<file path="config.mk">
export PLATFORM = sky130hd
export DESIGN_NAME = seq_detect_param
export DESIGN_NICKNAME = d
export VERILOG_FILES = /design/src/rtl/seq_detect_param.sv
export SDC_FILE = /design/constraint.sdc
export NUM_CORES = 1
export LEC_CHECK = 0
export CAP_MARGIN = 20
export CORE_AREA = 3 3 40 42
export CTS_CLUSTER_DIAMETER = 50
export DETAILED_ROUTE_END_ITERATION = 12
export DIE_AREA = 0 0 43 45
export DONT_BUFFER_PORTS = 1
export MAX_ROUTING_LAYER = met4
export PLACE_DENSITY_LB_ADDON = 0.05
export SYNTH_ARGS = -nofsm -noshare
export SYNTH_HDL_FRONTEND = slang
export SYNTH_SLANG_ARGS = --single-unit
</file>
<file path="constraint.sdc">
create_clock -name clk -period 3.8 [get_ports clk]
set_input_delay 0.38 -clock clk [delete_from_list [all_inputs] [get_ports clk]]
set_output_delay 0.38 -clock clk [all_outputs]
set_load 0.1 [all_outputs]
</file>
<file path="src/rtl/seq_detect_param.sv">
// Parametrised serial pattern detector with Mealy and Moore match outputs.
// Define SEQDET_MATCH_CNT_EN to build the saturating match counter.
module seq_detect_param #(
    parameter int               PAT_W   = 4,
    parameter logic [PAT_W-1:0] PATTERN = 4'b1010,
    parameter int               OVERLAP = 0,
    parameter int               CNT_W   = 8
) (
    input  logic             clk,
    input  logic             rst,
    input  logic             din,
    input  logic             din_valid,
    input  logic             cnt_clr,
    output logic             dout_mealy,
    output logic             dout_moore,
    output logic [CNT_W-1:0] match_cnt,
    output logic             cnt_ovf
);
    localparam int                FILL_W   = $clog2(PAT_W + 1);
    localparam logic [FILL_W-1:0] FILL_MAX = FILL_W'(PAT_W);
    localparam logic [FILL_W-1:0] FILL_ARM = FILL_W'(PAT_W - 1);

    logic [PAT_W-1:0]  hist_q, hist_d, win;
    logic [FILL_W-1:0] fill_q, fill_d;
    logic              moore_q, moore_d;
    logic              hit;

    // fill gates the compare, so stale history never produces a match
    always_comb begin
        win    = {hist_q[PAT_W-2:0], din};
        hit    = din_valid && (fill_q >= FILL_ARM) && (win == PATTERN);
        hist_d = hist_q;
        fill_d = fill_q;
        if (din_valid) begin
            hist_d = win;
            if (hit && OVERLAP == 0)
                fill_d = '0;
            else if (fill_q != FILL_MAX)
                fill_d = fill_q + 1'b1;
        end
        moore_d = hit;
    end

    always_ff @(posedge clk or negedge rst) begin
        if (!rst) begin
            hist_q  <= '0;
            fill_q  <= '0;
            moore_q <= 1'b0;
        end else begin
            hist_q  <= hist_d;
            fill_q  <= fill_d;
            moore_q <= moore_d;
        end
    end

    assign dout_mealy = hit;
    assign dout_moore = moore_q;

`ifdef SEQDET_MATCH_CNT_EN
    localparam logic [CNT_W-1:0] CNT_MAX = '1;

    logic [CNT_W-1:0] cnt_q, cnt_d;
    logic             ovf_q, ovf_d;

    // clear wins, but a hit in the clearing cycle still counts as one
    always_comb begin
        cnt_d = cnt_q;
        ovf_d = ovf_q;
        if (cnt_clr) begin
            cnt_d = hit ? CNT_W'(1) : '0;
            ovf_d = 1'b0;
        end else if (hit) begin
            if (cnt_q != CNT_MAX)
                cnt_d = cnt_q + 1'b1;
            else
                ovf_d = 1'b1;
        end
    end

    always_ff @(posedge clk or negedge rst) begin
        if (!rst) begin
            cnt_q <= '0;
            ovf_q <= 1'b0;
        end else begin
            cnt_q <= cnt_d;
            ovf_q <= ovf_d;
        end
    end

    assign match_cnt = cnt_q;
    assign cnt_ovf   = ovf_q;
`else
    logic unused_cnt_clr;
    assign unused_cnt_clr = cnt_clr;
    assign match_cnt      = '0;
    assign cnt_ovf        = 1'b0;
`endif

endmodule

</file>
==> impl_results.md, run 1 <==
- Status: finished, final reports clean
- CTS resizes: 0
- GPL Wtd Cong: 0.647
- Initial antenna violation count: 0
- # port buffers: 0
- Global routing usage on met2: 0.117
- Critical path's top delay family: flip-flops
- GR Util met1: 0.0792
- Die Area: 1940 um^2
- Slew margin rel.: 0.418
- WP buf/inv: 1
- DRT antenna net count: 0
- First-pass GRT wire length: 1080 um
- Die height: 45 um
- Core area: 1280 um^2
- Largest net degree at the start of global routing: 8
- DRT Pass-1 Iters: 1
- Post-layout min period: 2.02 ns
- Leakage Power: 0.223 nW
- Drc violations: 0
- Layout cell share with drive strength beyond 1: 0.200
- Area of the multi-input gates: 204 um^2
- Final Hold Viols: 0
- Slowest cell delay on critical path: 0.42 ns
- Fill cells: 136
- Register area share after synthesis: 0.407
- Worst-margin pin slew: 0.873 ns
- Max Cap Violations: 0
- Number of global-route vias before repair: 253
- Starting Density: 0.335
- Global route overflow: 0
- Reg area: 175 um^2
- Hold buffers post-CTS: 1
- Total number of vias: 273
- CP arrival: 1.64 ns
- Fin Hold WS: 0.280 ns
- Synthesized area: 430 um^2
- Worst-path fanout max: 4
- Worst-Skew Late Latency: 0.25 ns
- CTS H-tree depth: 1
- Die Wd: 43 um
- Clock transition at path regs: 0.05 ns
- Crit Path Class: reg2out
- Crit-path cells: ha_1 > ha_1 > a211oi_2 > nor3_2 > clkbuf_16
- Maximum VDD drop: 0.000202 V
- Wire per inst: 10.6 um
- Vias per cell: 4.55
- Critical Path Sink Type: output pin
- Clock tree buffer depth: 2
- Post-Route WL: 634 um
- Setup Skew: 0.00901 ns
- Minimum setup slack among reg-to-reg paths: 2.40 ns
- CTS root buf: clkbuf_4
- Mapped Cells: 41
- Synth Register Bits: 7
- Final setup violation count: 0
- Nets@finish: 54
- Final period util: 0.531
- Gr busiest metal: met2
- Design Power: 0.320 mW
- Area growth from synthesis to final layout: 10.2%
- Critical path required time: 3.42 ns
- Setup TNS: 0 ns
- GRT Total Usage: 0.0857
- I/O pin count: 16
- GR Layer Usage met3: 0.0637
- Cell repeated most along the worst path: ha_1
- Power per cell area: 675 nW/um^2
- CTS tree: done
- Initial DRC count: 0
- Post-DP HPWL: 532 um
- RSZ-0062 raised after global routing: no
- Slowest CP cell: dfrtp_1
- Fmax achieved: 495 MHz
- Yosys Warn Count: 0
- Worst setup SP type: flop
- Max-slew violations: 0
- Post-Syn Area per Cell: 10.5 um^2
- Row cnt: 13
- # clock sinks: 7
- Post-CTS setup buffers: 0
- Worst Hold Class: in2reg
- Post-synth cell types: 19
- N_diodes: 0
- Cts bufs inserted: 3
## cell type report
| class | instances | area share |
|---|---|---|
| sequential | 7 | 0.369 |
| tap | 15 | 0.0396 |
| multi-input combinational | 28 | 0.430 |
| clock buffer | 4 | 0.0554 |
| timing repair buffer | 2 | 0.0739 |
| inverter | 4 | 0.0317 |
## cell usage in the layout, fill, tap and decap left out, types with 2 or more instances in the layout
cell	netlist	final
clkbuf_4	0	3
nand3_1	2	2
dfrtp_1	7	7
mux2_2	2	2
inv_1	4	4
ha_1	3	3
o2bb2ai_1	2	2
conb_1	1	9
## synth_stat cells
library cell  n  area (um^2)
o22ai_1       1         6.26
inv_1         4         15.0
nor2_1        1         3.75
o2bb2ai_1     2         17.5
nand4bb_2     1         16.3
a31o_1        1         8.76
mux2_2        2         22.5
nand3_1       2         10.0
a211oi_2      1         12.5
ha_1          3         37.5
a21oi_1       1         5.00
nand2_1       1         3.75
nor3_1        1         5.00
clkbuf_1      1         3.75
conb_1        1         3.75
buf_4         9         67.6
dfrtp_1       7          175
mux2_1        1         11.3
o21ai_1       1         5.00
## layer usage
layer	wire length, um	part of all wire
met5	0	0
met3	86	0.14
met2	279	0.44
met4	12	0.019
met1	256	0.40
## through the flow
step           setup slack [ns]   util  cells  area (um^2)
2_1_floorplan             0.612      -     49          460
3_3_place_gp               2.06  0.341     55          438
3_5_place_dp               2.04  0.341     55          438
4_1_cts                    1.77  0.369     60          474
5_1_grt                    1.70  0.369     60          474
6_report                   1.78  0.369     60          474
## worst paths after layout
kind	start	endpoint	depth (start not counted)
max in group asynchronous	rst	hist_q[0]$_DFFE_PN0P_	1
setup / recovery	fill_q[1]$_DFFE_PN0P_	dout_mealy	5
hold / removal	din_valid	fill_q[1]$_DFFE_PN0P_	2
min in group asynchronous	rst	dout_moore$_DFF_PN0_	1
hold reg to reg	hist_q[1]$_DFFE_PN0P_	hist_q[1]$_DFFE_PN0P_	1
setup reg to reg	fill_q[1]$_DFFE_PN0P_	fill_q[0]$_DFFE_PN0P_	5
## power breakdown
group	total, mW	switching [mW]	internal [mW]
Clock	0.0674	0.0273	0.0400
Sequential	0.122	0.0262	0.0962
Combinational	0.130	0.0856	0.0445
## worst reg2reg max path: stages, from the launching register on
cell	delay (ns)
dfrtp_1	0.42
ha_1	0.20
ha_1	0.19
a211oi_2	0.27
nor2_1	0.09
o2bb2ai_1	0.14
## logic make-up after synthesis
logic type | Yosys count | synth area share
AO/OA/AOI/OAI | 7 | 0.128
buffers and inverters | 14 | 0.201
AND/OR/NAND/NOR | 6 | 0.0901
adder cells (fa/ha/maj) | 3 | 0.0872
multiplexers | 3 | 0.0785
other | 1 | 0.00871
flip-flops | 7 | 0.407
## state kept, by name, summed over array words and instances (netlist names)
signal      flops
fill_q          3
hist_q          3
dout_moore      1
Note: power is estimated with default switching activity, not from simulation.
==> run 2, diff against run 1 <==
==> constraint.sdc (replaced) <==
create_clock -name clk -period 1.8 [get_ports clk]
set_input_delay 0.18 -clock clk [delete_from_list [all_inputs] [get_ports clk]]
set_output_delay 0.18 -clock clk [all_outputs]
set_load 0.1 [all_outputs]
==> run 2 against run 1 <==
Compared with the run above: the flow now finishes with violations (setup timing); count of clock-buffer cells in the layout down 1; sequential cell count is the same; first-iteration DRC count increased by 3; final area grew 9.8%; sequential power is 97% higher; critical path type unchanged.
==> impl_results.md, run 2 (same netlist as run 1, synthesis figures left out) <==
- Setup Skew: 0.00640 ns
- Worst-Skew Late Latency: 0.25 ns
- Fmax achieved: 514 MHz
- Post-DP HPWL: 592 um
- Most common cell after layout, fill and taps aside: conb_1
- CTS tree: done
- Critical path required time: 1.62 ns
- Layout cell share with drive strength beyond 1: 0.327
- Nets@finish: 58
- Global route overflow: 0
- Worst Slack Setup Final: -0.144 ns
- Clock tree buffer depth: 2
- CTS root buf: clkbuf_4
- Crit Path Class: reg2out
- RSZ-0062 raised after global routing: yes
- Post-Route WL: 795 um
- Max Cap Violations: 0
- Post-layout min period: 1.94 ns
- Row cnt: 13
- Leakage Power: 0.244 nW
- # clock sinks: 7
- Fill cells: 134
- DRT antenna net count: 0
- Global routing usage on met2: 0.135
- GR Util met1: 0.0914
- Worst Hold Class: in2reg
- Failing checks: setup timing
- Power per cell area: 1490 nW/um^2
- # port buffers: 0
- Most frequent cells in the layout: conb_1, dfrtp_1, buf_4
- DRT Pass-1 Iters: 2
- Slowest cell delay on critical path: 0.78 ns
- Final setup violation count: 1
- I/O pin count: 16
- CP arrival: 1.76 ns
- Clock transition at path regs: 0.06 ns
- Largest net degree at the start of global routing: 8
- Initial DRC count: 3
- Worst setup SP type: flop
- Die Area: 1940 um^2
- Die Wd: 43 um
- Worst-path fanout max: 2
- N_diodes: 0
- Initial antenna violation count: 0
- Die height: 45 um
- Max-slew violations: 0
- GR Layer Usage met3: 0.0478
- Slowest CP cell: nor3_4
- Area growth from synthesis to final layout: 20.9%
- Crit-path cells: ha_2 > ha_4 > a211oi_2 > nor3_4
- Maximum VDD drop: 0.000480 V
- Final core occ: 0.405
- Number of global-route vias before repair: 300
- Total number of vias: 293
- Place WS: 0.0767 ns
- Slew margin rel.: 0.324
- Core area: 1280 um^2
- Final period util: 1.08
- Wire per inst: 12.4 um
- Worst-margin pin slew: 1.01 ns
- Critical Path Sink Type: output pin
- Post-CTS setup buffers: 0
- GPL Wtd Cong: 0.637
- First-pass GRT wire length: 1200 um
- CTS H-tree depth: 1
- Cts bufs inserted: 3
- Vias per cell: 4.58
- GRT Total Usage: 0.0917
- Drc violations: 0
- Status: complete, but fails checks
- Final Hold Viols: 0
- Gr busiest metal: met2
- Design Power: 0.773 mW
- Starting Density: 0.335
run 2: routing by layer:
layer  routed length [um]  vias to the layer above
met1                  317                      139
met2                  384                       14
li1                     -                      138
met4                    9                        0
met3                   83                        2
met5                    0                        -
run 2: power breakdown:
part | total, mW | leakage [nW] | switching, mW | internal (mW)
clock network | 0.143 | 0.0177 | 0.0615 | 0.0813
registers | 0.240 | 0.0852 | 0.0370 | 0.203
logic | 0.390 | 0.141 | 0.239 | 0.151
run 2: layout make-up:
class / instances / area [um^2] / share of cell area
Multi-Input combinational cell: 28 / 236 / 0.454
Tap cell: 15 / 18.8 / 0.0361
Inverter: 4 / 15.0 / 0.0288
Timing Repair Buffer: 6 / 47.5 / 0.0913
Sequential cell: 7 / 175 / 0.337
Clock buffer: 3 / 22.5 / 0.0433
Clock inverter: 1 / 5.00 / 0.00962
run 2: worst max-delay path, delay by kind of cell (launching register included):
kind            cells  cell delay (ns)
compound gates      1             0.04
fa+ha+maj           2             0.32
flops               1             0.36
simple gates        1             0.78
run 2: timing repair:
| action | in CTS | in global routing |
|---|---|---|
| hold buffers | 1 | 0 |
| endpoints found under the hold margin | 7 | 0 |
| pin swaps | 2 | 0 |
| setup endpoints to repair | 1 | 1 |
| gates resized for setup | 4 | 0 |
run 2: worst paths after layout:
kind / from / endpoint / slack, ns / depth (start not counted)
worst max register to register: fill_q[0]$_DFFE_PN0P_ / dout_moore$_DFF_PN0_ / 0.08 / 4
worst min register to register: hist_q[1]$_DFFE_PN0P_ / hist_q[1]$_DFFE_PN0P_ / 0.55 / 1
worst max-delay path: fill_q[0]$_DFFE_PN0P_ / dout_mealy / -0.14 / 4
min in group asynchronous: rst / fill_q[1]$_DFFE_PN0P_ / 0.26 / 1
max in group asynchronous: rst / dout_moore$_DFF_PN0_ / 1.27 / 1
worst min-delay path: din / hist_q[0]$_DFFE_PN0P_ / 0.08 / 1
run 2: stage by stage:
step	area [um^2]	instances	setup TNS, ns	hold slack [ns]
detailed placement	457	59	0	-0.115
CTS	520	64	-0.154	0.0666
floorplan	472	49	0	-0.116
finish	520	64	-0.144	0.0755
global route	520	64	-0.213	0.0632
global placement	457	59	0	-0.115
